[config.mk]
export PLATFORM = sky130hd
export DESIGN_NAME = spi_slave_gen
export DESIGN_NICKNAME = d
export VERILOG_FILES = /design/src/rtl/spi_pkg.sv /design/src/rtl/spi_tx_shifter.sv /design/src/rtl/spi_slave_gen.sv
export SDC_FILE = /design/constraint.sdc
export NUM_CORES = 1
export LEC_CHECK = 0
export CAP_MARGIN = 30
export CORE_AREA = 2 2 64 66
export CTS_CLUSTER_DIAMETER = 100
export DETAILED_ROUTE_END_ITERATION = 16
export DIE_AREA = 0 0 66 68
export PLACE_DENSITY_LB_ADDON = 0.05
export RECOVER_POWER = 50
export SLEW_MARGIN = 40
export SYNTH_ARGS = -nofsm -noshare
export SYNTH_HDL_FRONTEND = slang
export SYNTH_SLANG_ARGS = --single-unit
[constraint.sdc]
create_clock -name clk -period 1.7 [get_ports clk]
set_input_delay 0.34 -clock clk [delete_from_list [all_inputs] [get_ports clk]]
set_output_delay 0.34 -clock clk [all_outputs]
set_load 0.01 [all_outputs]
[src/rtl/spi_pkg.sv]
// Shared definitions for the SPI slave: FSM state encoding and frame-width derivation.
package spi_pkg;

    typedef enum logic [2:0] {
        IDLE      = 3'd0,
        WRITE     = 3'd1,
        CHK_CMD   = 3'd2,
        READ_ADD  = 3'd3,
        READ_DATA = 3'd4
    } spi_state_t;

    localparam int CMD_W = 2;

    // A frame carries the two command bits followed by the payload.
    function automatic int frame_w(input int data_w);
        return data_w + CMD_W;
    endfunction

endpackage

[src/rtl/spi_tx_shifter.sv]
// spi_tx_shifter: latches one read payload and serialises it onto MISO, one bit per clock.
// Latency: first MISO bit on the edge after the tx_valid/tx_ready handshake; tx_done one edge after the last bit.
// Backpressure: tx_ready low while a word is in flight; abort drops the word (tx_busy exported under SPI_SLAVE_FRAME_ERR_EN).
module spi_tx_shifter #(
    parameter int DATA_W    = 8,
    parameter int MSB_FIRST = 1,
    parameter int CNT_W     = 4
) (
    input  logic              clk,
    input  logic              rst,
    input  logic              en,
    input  logic              abort,
    input  logic [DATA_W-1:0] tx_data,
    input  logic              tx_valid,
    output logic              tx_ready,
    output logic              tx_done,
    output logic              miso
`ifdef SPI_SLAVE_FRAME_ERR_EN
    ,
    output logic              tx_busy
`endif
);
    localparam logic [CNT_W-1:0] CNT_LAST = CNT_W'(DATA_W);
    localparam logic [CNT_W-1:0] CNT_ONE  = CNT_W'(1);

    logic [DATA_W-1:0] word;
    logic [DATA_W-1:0] word_adv;
    logic [CNT_W-1:0]  cnt;
    logic              busy;
    logic              tx_bit;

    assign tx_ready = en && !busy;
`ifdef SPI_SLAVE_FRAME_ERR_EN
    assign tx_busy = busy;
`endif

    always_comb begin
        if (MSB_FIRST != 0) begin
            tx_bit   = word[DATA_W-1];
            word_adv = {word[DATA_W-2:0], 1'b0};
        end else begin
            tx_bit   = word[0];
            word_adv = {1'b0, word[DATA_W-1:1]};
        end
    end

    // cnt counts bits already driven; once all DATA_W are out, the next edge closes the word.
    always_ff @(posedge clk or posedge rst) begin
        if (rst) begin
            word    <= '0;
            cnt     <= '0;
            busy    <= 1'b0;
            miso    <= 1'b0;
            tx_done <= 1'b0;
        end else begin
            tx_done <= 1'b0;
            if (abort) begin
                busy <= 1'b0;
                cnt  <= '0;
                miso <= 1'b0;
            end else if (busy) begin
                if (cnt == CNT_LAST) begin
                    busy    <= 1'b0;
                    cnt     <= '0;
                    miso    <= 1'b0;
                    tx_done <= 1'b1;
                end else begin
                    miso <= tx_bit;
                    word <= word_adv;
                    cnt  <= cnt + CNT_ONE;
                end
            end else if (tx_valid && tx_ready) begin
                word <= tx_data;
                busy <= 1'b1;
                cnt  <= '0;
            end
        end
    end

endmodule

[src/rtl/spi_slave_gen.sv]
// spi_slave_gen: SPI slave decoding write / read-address / read-data frames, with MISO read-back in READ_DATA.
// Latency: rx_valid the cycle after the last frame bit; MISO starts the edge after a tx handshake.
// Backpressure: tx_ready only in READ_DATA while idle; SS_n high aborts all; SPI_SLAVE_FRAME_ERR_EN enables frame_err.
module spi_slave_gen
    import spi_pkg::*;
#(
    parameter int  DATA_W    = 8,
    parameter int  MSB_FIRST = 1,
    localparam int FRAME_W   = frame_w(DATA_W)
) (
    input  logic               clk,
    input  logic               rst,
    input  logic               SS_n,
    input  logic               MOSI,
    output logic               MISO,
    output logic [FRAME_W-1:0] rx_data,
    output logic               rx_valid,
    input  logic [DATA_W-1:0]  tx_data,
    input  logic               tx_valid,
    output logic               tx_ready,
    output logic               tx_done,
    output logic               frame_err,
    output logic [2:0]         cs_sva
);
    localparam int               CNT_W    = $clog2(FRAME_W + 1);
    localparam logic [CNT_W-1:0] CNT_LAST = CNT_W'(FRAME_W - 1);
    localparam logic [CNT_W-1:0] CNT_FULL = CNT_W'(FRAME_W);
    localparam logic [CNT_W-1:0] CNT_ONE  = CNT_W'(1);

    spi_state_t         cs;
    spi_state_t         ns;
    logic [CNT_W-1:0]   rx_cnt;
    logic [FRAME_W-1:0] rx_next;
    logic               add_exist;
    logic               in_frame;
    logic               abort;
    logic               shift_en;

    assign in_frame = (cs == WRITE) || (cs == READ_ADD) || (cs == READ_DATA);
    assign abort    = SS_n && (cs != IDLE);
    assign shift_en = in_frame && !SS_n && (rx_cnt < CNT_FULL);
    assign cs_sva   = cs;

    always_comb begin
        if (MSB_FIRST != 0) rx_next = {rx_data[FRAME_W-2:0], MOSI};
        else                rx_next = {MOSI, rx_data[FRAME_W-1:1]};
    end

    always_ff @(posedge clk or posedge rst) begin
        if (rst) cs <= IDLE;
        else     cs <= ns;
    end

    always_comb begin
        ns = cs;
        case (cs)
            IDLE:      if (!SS_n) ns = CHK_CMD;
            CHK_CMD: begin
                if (SS_n)           ns = IDLE;
                else if (!MOSI)     ns = WRITE;
                else if (add_exist) ns = READ_DATA;
                else                ns = READ_ADD;
            end
            WRITE, READ_ADD, READ_DATA: if (SS_n) ns = IDLE;
            default:   ns = IDLE;
        endcase
    end

    // Bits past FRAME_W are dropped; rx_data holds the frame until SS_n rises.
    always_ff @(posedge clk or posedge rst) begin
        if (rst) begin
            rx_data   <= '0;
            rx_cnt    <= '0;
            rx_valid  <= 1'b0;
            add_exist <= 1'b0;
        end else begin
            rx_valid <= 1'b0;
            if (abort) begin
                rx_data <= '0;
                rx_cnt  <= '0;
            end else if (shift_en) begin
                rx_data <= rx_next;
                rx_cnt  <= rx_cnt + CNT_ONE;
                if (rx_cnt == CNT_LAST) begin
                    rx_valid <= 1'b1;
                    if (cs == READ_ADD)       add_exist <= 1'b1;
                    else if (cs == READ_DATA) add_exist <= 1'b0;
                end
            end
        end
    end

`ifdef SPI_SLAVE_FRAME_ERR_EN
    logic tx_busy;
    logic err_cond;

    assign err_cond = abort && ((in_frame && (rx_cnt != '0) && (rx_cnt < CNT_FULL)) || tx_busy);

    always_ff @(posedge clk or posedge rst) begin
        if (rst) frame_err <= 1'b0;
        else     frame_err <= err_cond;
    end
`else
    assign frame_err = 1'b0;
`endif

    spi_tx_shifter #(
        .DATA_W    (DATA_W),
        .MSB_FIRST (MSB_FIRST),
        .CNT_W     (CNT_W)
    ) u_tx (
        .clk      (clk),
        .rst      (rst),
        .en       ((cs == READ_DATA) && !SS_n),
        .abort    (abort),
        .tx_data  (tx_data),
        .tx_valid (tx_valid),
        .tx_ready (tx_ready),
        .tx_done  (tx_done),
        .miso     (MISO)
`ifdef SPI_SLAVE_FRAME_ERR_EN
        ,
        .tx_busy  (tx_busy)
`endif
    );

endmodule

Yosys cells after proc, flatten, opt, wreduce, memory -nomap -nowiden
Cells that the tools add are included.
{"block": "op_classes", "add_sub_neg": 2, "multipliers": 0, "n_div": 0, "n_lt_le_gt_ge": 1, "n_eq_ne": 9, "n_shift": 0, "n_mux": 32, "n_bitwise": 1, "reduce_logical": 21}
{"operator": "two-way mux 4 bit", "count": 6}
{"operator": "two-way mux 8 bit", "count": 3}
{"operator": "two-way mux 10 bit", "count": 2}
{"operator": "two-way mux 1 bit", "count": 15}
{"operator": "two-way mux 3 bit", "count": 5}
{"operator": "case mux 3 bit (3 select lines)", "count": 1}
{"operator": "adder 4 x 1 -> 4 bit (second input constant)", "count": 2}
{"operator": "equality test 4 bit (second input constant)", "count": 2}
{"operator": "nonzero test 2 bit", "count": 4}
{"operator": "equality test 3 x 2 -> 1 bit (second input constant)", "count": 2}
{"operator": "logical AND 1 bit", "count": 6}
{"operator": "inequality test 2 bit (second input constant)", "count": 3}
{"operator": "nonzero test 3 bit", "count": 2}
{"operator": "less-than comparator 4 bit (second input constant)", "count": 1}
{"operator": "AND reduction 4 bit", "count": 1}
{"operator": "equality test 3 x 1 -> 1 bit (second input constant)", "count": 1}
{"operator": "equality test 3 bit (second input constant)", "count": 1}
{"operator": "logical NOT 3 bit", "count": 1}
{"operator": "AND reduction 3 bit", "count": 1}
{"operator": "OR reduction 3 bit", "count": 1}
{"operator": "logical NOT 1 bit", "count": 2}
{"operator": "logical OR 1 bit", "count": 2}
{"operator": "AND reduction 2 bit", "count": 1}
{"operator": "NOT 1 bit", "count": 1}
{"block": "word_totals", "reg_bits": 34, "latchBits": 0, "mem_bits_rw": 0, "rom_bits": 0, "inputBits": 13, "output_inout_bits": 18, "memories": 0}

Longest topological paths before layout
{"block": "depth", "ltp_word": 7, "mapped_depth": 6, "ltp_nobuf": 6}

Hierarchy
A second synthesis with hierarchy kept.
{"block": "hier_totals", "hier_cells": 157, "hier_area_um2": 1716.6}
{"mod": "spi_slave_gen", "instances": 1, "cells_per_inst": 92, "area_per_inst_um2": 965.9}
{"mod": "spi_tx_shifter", "instances": 1, "cells_per_inst": 65, "area_per_inst_um2": 750.7}

Least setup slack after synthesis
OpenSTA, ideal clock, no wires.
{"block": "synth_path", "path_type": "register to register", "startpoint": "register cs[0], in the netlist cs_sva[0]", "endpoint": "register u_tx.word[1]", "setup_ns": 0.125, "arrival_time_ns": 1.675, "required_ns": 1.575, "setup_slack_ns": -0.100, "path_stages_with_launch": 7, "path_buffers": 2, "path_cell_list": "dfrtp_1 buf_6 or2_1 o21a_1 buf_6 o21ai_4 mux2_2"}
{"block": "synth_between", "elab_chain_len": 6}
{"item": "start: declaration", "line": "spi_slave_gen.sv:30", "rtl": "spi_state_t cs;"}
{"item": "start signal: assignment", "line": "spi_slave_gen.sv:51", "rtl": "else cs <= ns;"}
{"item": "equality test 3 bit", "line": "spi_slave_gen.sv:114", "rtl": ".en ((cs == READ_DATA) && !SS_n),"}
{"item": "logical AND 1 bit", "line": "spi_slave_gen.sv:114"}
{"item": "logical AND 1 bit", "line": "spi_tx_shifter.sv:32", "rtl": "assign tx_ready = en && !busy;"}
{"item": "logical AND 1 bit", "line": "spi_tx_shifter.sv:72", "rtl": "end else if (tx_valid && tx_ready) begin"}
{"item": "nonzero test 2 bit (no line)"}
{"item": "AND reduction 3 bit (no line) *"}
{"item": "end signal: assignment", "line": "spi_tx_shifter.sv:69", "rtl": "word <= word_adv;"}
{"item": "end signal: assignment", "line": "spi_tx_shifter.sv:73", "rtl": "word <= tx_data;"}
{"item": "end: declaration", "line": "spi_tx_shifter.sv:26", "rtl": "logic [DATA_W-1:0] word;"}
Mark *: on every way between the ends. The rest lies on a longest branch, timed or not.
A chain may end at the register's enable or synchronous reset.

Worst setup path after layout
{"block": "layout_path", "startpoint": "register cs[0], in the netlist cs_sva[0]", "endpoint": "register rx_cnt[0]"}
{"block": "layout_between", "elab_chain_len": 6}
{"item": "equality test 3 x 1 -> 1 bit / equality test 3 x 2 -> 1 bit (equally long branches)", "line": "spi_slave_gen.sv:39", "rtl": "assign in_frame = (cs == WRITE) || (cs == READ_ADD) || (cs == READ_DATA);"}
{"item": "logical OR 1 bit (2 in series)", "line": "spi_slave_gen.sv:39"}
{"item": "logical AND 1 bit (2 in series)", "line": "spi_slave_gen.sv:41", "rtl": "assign shift_en = in_frame && !SS_n && (rx_cnt < CNT_FULL);"}
{"item": "nonzero test 2 bit (no line)"}
{"item": "end signal: assignment", "line": "spi_slave_gen.sv:83", "rtl": "rx_cnt <= rx_cnt + CNT_ONE;"}
{"item": "end: declaration", "line": "spi_slave_gen.sv:32", "rtl": "logic [CNT_W-1:0] rx_cnt;"}
Parallel ways exist; a longest one is shown, timed or not.

==> results_dict.tcl <==
set metrics [dict create \
    status "finished, violations left" \
    failed_checks "negative setup slack" \
    path_max_fanout 8 \
    synth_nets 179 \
    critPathArrivalTime_ns 1.96 \
    start_util 0.430 \
    timing.max_cap.violations 0 \
    wl_met2_mm 1.84 \
    slew_violations 0 \
    rows 23 \
    hpwl_mm 2.35 \
    setup_violations 18 \
    clk_path_buf_depth 2 \
    p_leak_nw 1.08 \
    synth.avg_cell_area_um2 10.2 \
    cts_root_buf "clkbuf_8" \
    crit_path_frequent_cell "buf_6" \
    core_mm2 0.00386 \
    die-area_mm2 0.00449 \
    hold_class "reg -> reg" \
    insertion_delay_ns 0.29 \
    antenna_found_initial 0 \
    clk_pin_slew_worst_paths_ns 0.07 \
    critPathCaptureType "flip-flop" \
    synth-seq-area-share 0.513 \
    max_clock_freq_ghz 0.561 \
    syn-instance-count 162 \
    io_pins 31 \
    drc_errors 0 \
    critPathTopFamily "simple AND/OR/NAND/NOR gates" \
    synthTopCellsByArea "dfrtp_1 (51%), mux2_2 (9.5%), nand2_1 (6.6%)" \
    via_per_inst 5.07 \
    yosys_warnings 0 \
    grt_overflow 0 \
    crit_path_start_kind "flip-flop" \
    finalPower_mw 2.49 \
    diodes 0 \
    pre_cts_ws_ns -0.492 \
    rsz0062_at_grt "yes" \
    cp_slowest_cell "dfrtp_1" \
    met1_length_mm 1.48 \
    cts.htree.levels 2 \
    required_ns 1.88 \
    io_buffers 29 \
    grt_pass1_vias 1299 \
    wl_per_cell_um 13.4 \
    synth_top_area_frac 0.513 \
    layout.cells.non_filler 261 \
    numCtsBuffers 5 \
    tightest_slew_ns 0.864 \
    final_nets 227 \
    critical-path-max-stage-delay_ns 0.41 \
    max-slew-margin-rel 0.424 \
    synth_cell_types 35 \
    placedCellCount 245 \
    track_usage 0.176 \
    synth_edf_count 0 \
    drt_iter0_markers 98 \
    syn2layout_area_growth_pct 41.7 \
    grt_pass1_wl_mm 5.93 \
    die_h_um 68 \
    drive_gt1_frac 0.318 \
    synth_area_mm2 0.00166 \
    dr.pass1.iters 4 \
    vias 1324 \
    finClkSkew_ns 0.00584 \
    wl_mm 3.51 \
    grt_max_degree 35 \
    ys_seq_elements 34 \
    met3_length_um 128 \
    fin_ws_ns -0.0811 \
    cts.sinks 34 \
    hold_viol_final 0 \
    period_share 1.05 \
    route.top_layer_used "met4" \
    critPathKind "reg -> reg" \
    postCtsHoldBufs 0 \
    synth_top_area_cell "dfrtp_1" \
    path_cells "buf_6 > or3b_4 > a221oi_4 > buf_6 > buf_6 > xnor2_2 > nor2_1" \
    place_congestion 0.833 \
    period_minus_slack_ns 1.78 \
    ir_drop_mv 0.591 \
    ys.flop_type "dfrtp_1" \
    async_reset_ff_frac 1.00 \
    powerDensity_mw_per_mm2 1060 \
    drtAntennaViolNets 0 \
    crit_buf_inv 3 \
    die_x_um 66 \
    cts_tree "built" \
]
registers in the layout, summed over array words and instances, names as in the netlist:
signal and cells:
add_exist 1, u_tx.word 8, cs_sva 3, rx_valid 1
u_tx.miso 1, u_tx.busy 1, u_tx.cnt 4, rx_data 10
rx_cnt 4, u_tx.tx_done 1
cell usage after synthesis, types with 4 or more instances:
master,number
o21ai_0,15
nor2_1,8
inv_1,7
nand2_1,29
dfrtp_1,34
mux2_2,14
ha_1,4
nand3_1,5
clkbuf_1,5
a21oi_1,4
cells by family (layout without fill, tap and decap cells):
kind of cell,after synthesis,count (layout),share of synthesized area
DFF,34,34,0.513
and+or+nand+nor,59,59,0.167
other,1,1,0.00226
AOI/OAI and AO/OA,31,32,0.129
adders and majority gates,4,4,0.0302
muxes,15,15,0.101
xor gates and xnor gates,1,1,0.00528
buffers and inverters,17,65,0.0528
routing by layer:
metal / global-route usage / up-vias
met1: 0.208 / 653
met3: 0.0493 / 6
met5: 0 / -
met4: 0.0612 / 0
met2: 0.311 / 22
li1: - / 643
area by class of cell:
cell class | instances | area (um2)
well taps | 50 | 62.6
clock buffers | 6 | 82.6
repair buffers | 50 | 473
inverters | 7 | 26.3
multi-input cells | 112 | 843
clock inverters | 2 | 12.5
fillers | 339 | 1510
flip-flops and latches | 34 | 851
timing repair:
action | in CTS | in global routing
gates resized for setup | 20 | 25
buffers inserted | 4 | 1
endpoints found under the setup margin | 22 | 25
cloned | 3 | 0
pin swaps | 6 | 9
cells in the final DEF, fill, tap and decap left out, drive strengths merged, types with 2 or more instances in the layout:
cell type / netlist / final
inv: 7 / 7
nor2: 8 / 8
or2: 2 / 2
clkbuf: 6 / 7
buf: 4 / 21
dlymetal6s2s: 0 / 3
nor3: 3 / 3
or3b: 2 / 2
o21a: 3 / 3
nand3: 5 / 5
o21ai: 16 / 17
nand2: 29 / 29
a21oi: 4 / 4
clkdlybuf4s50: 0 / 23
ha: 4 / 4
nand2b: 3 / 3
or3: 2 / 2
and2: 2 / 2
mux2: 14 / 14
a211oi: 3 / 3
dfrtp: 34 / 34
per-stage QoR:
step | cell area [um2] | TNS (ns) | hold slack (ns) | util
6_report | 2350 | -0.695 | 0.496 | 0.610
5_1_grt | 2350 | -1.81 | 0.517 | 0.610
4_1_cts | 2260 | -0.945 | 0.465 | 0.587
3_5_place_dp | 2060 | -6.20 | 0.494 | 0.533
3_3_place_gp | 2060 | -5.90 | 0.476 | 0.533
2_1_floorplan | 1670 | -0.727 | 0.459 | -
worst register-to-register path, delay by kind of cell, from the launching register on:
family / cells / cell delay (ns)
DFF: 1 / 0.41
xor gates and xnor gates: 1 / 0.09
buffers and inverters: 3 / 0.42
and+or+nand+nor: 2 / 0.47
AOI/OAI and AO/OA: 1 / 0.29
where the power goes:
| group | switching [mW] | internal [mW] |
|---|---|---|
| clock | 0.291 | 0.325 |
| combinational | 0.339 | 0.436 |
| sequential | 0.122 | 0.978 |
final timing paths:
kind | from | end | slack [ns] | cells past startpoint
worst min register to register | rx_data[3] | rx_data[4] | 0.50 | 2
max in group asynchronous | rst | rx_data[3] | 0.41 | 3
worst max-delay path | cs_sva[0] | rx_cnt[0] | -0.08 | 7
min in group asynchronous | rst | add_exist | 0.75 | 3
worst max register to register | cs_sva[0] | rx_cnt[0] | -0.08 | 7
worst min-delay path | rx_data[3] | rx_data[4] | 0.50 | 2
No activity file was read; power rests on OpenSTA's default activity.
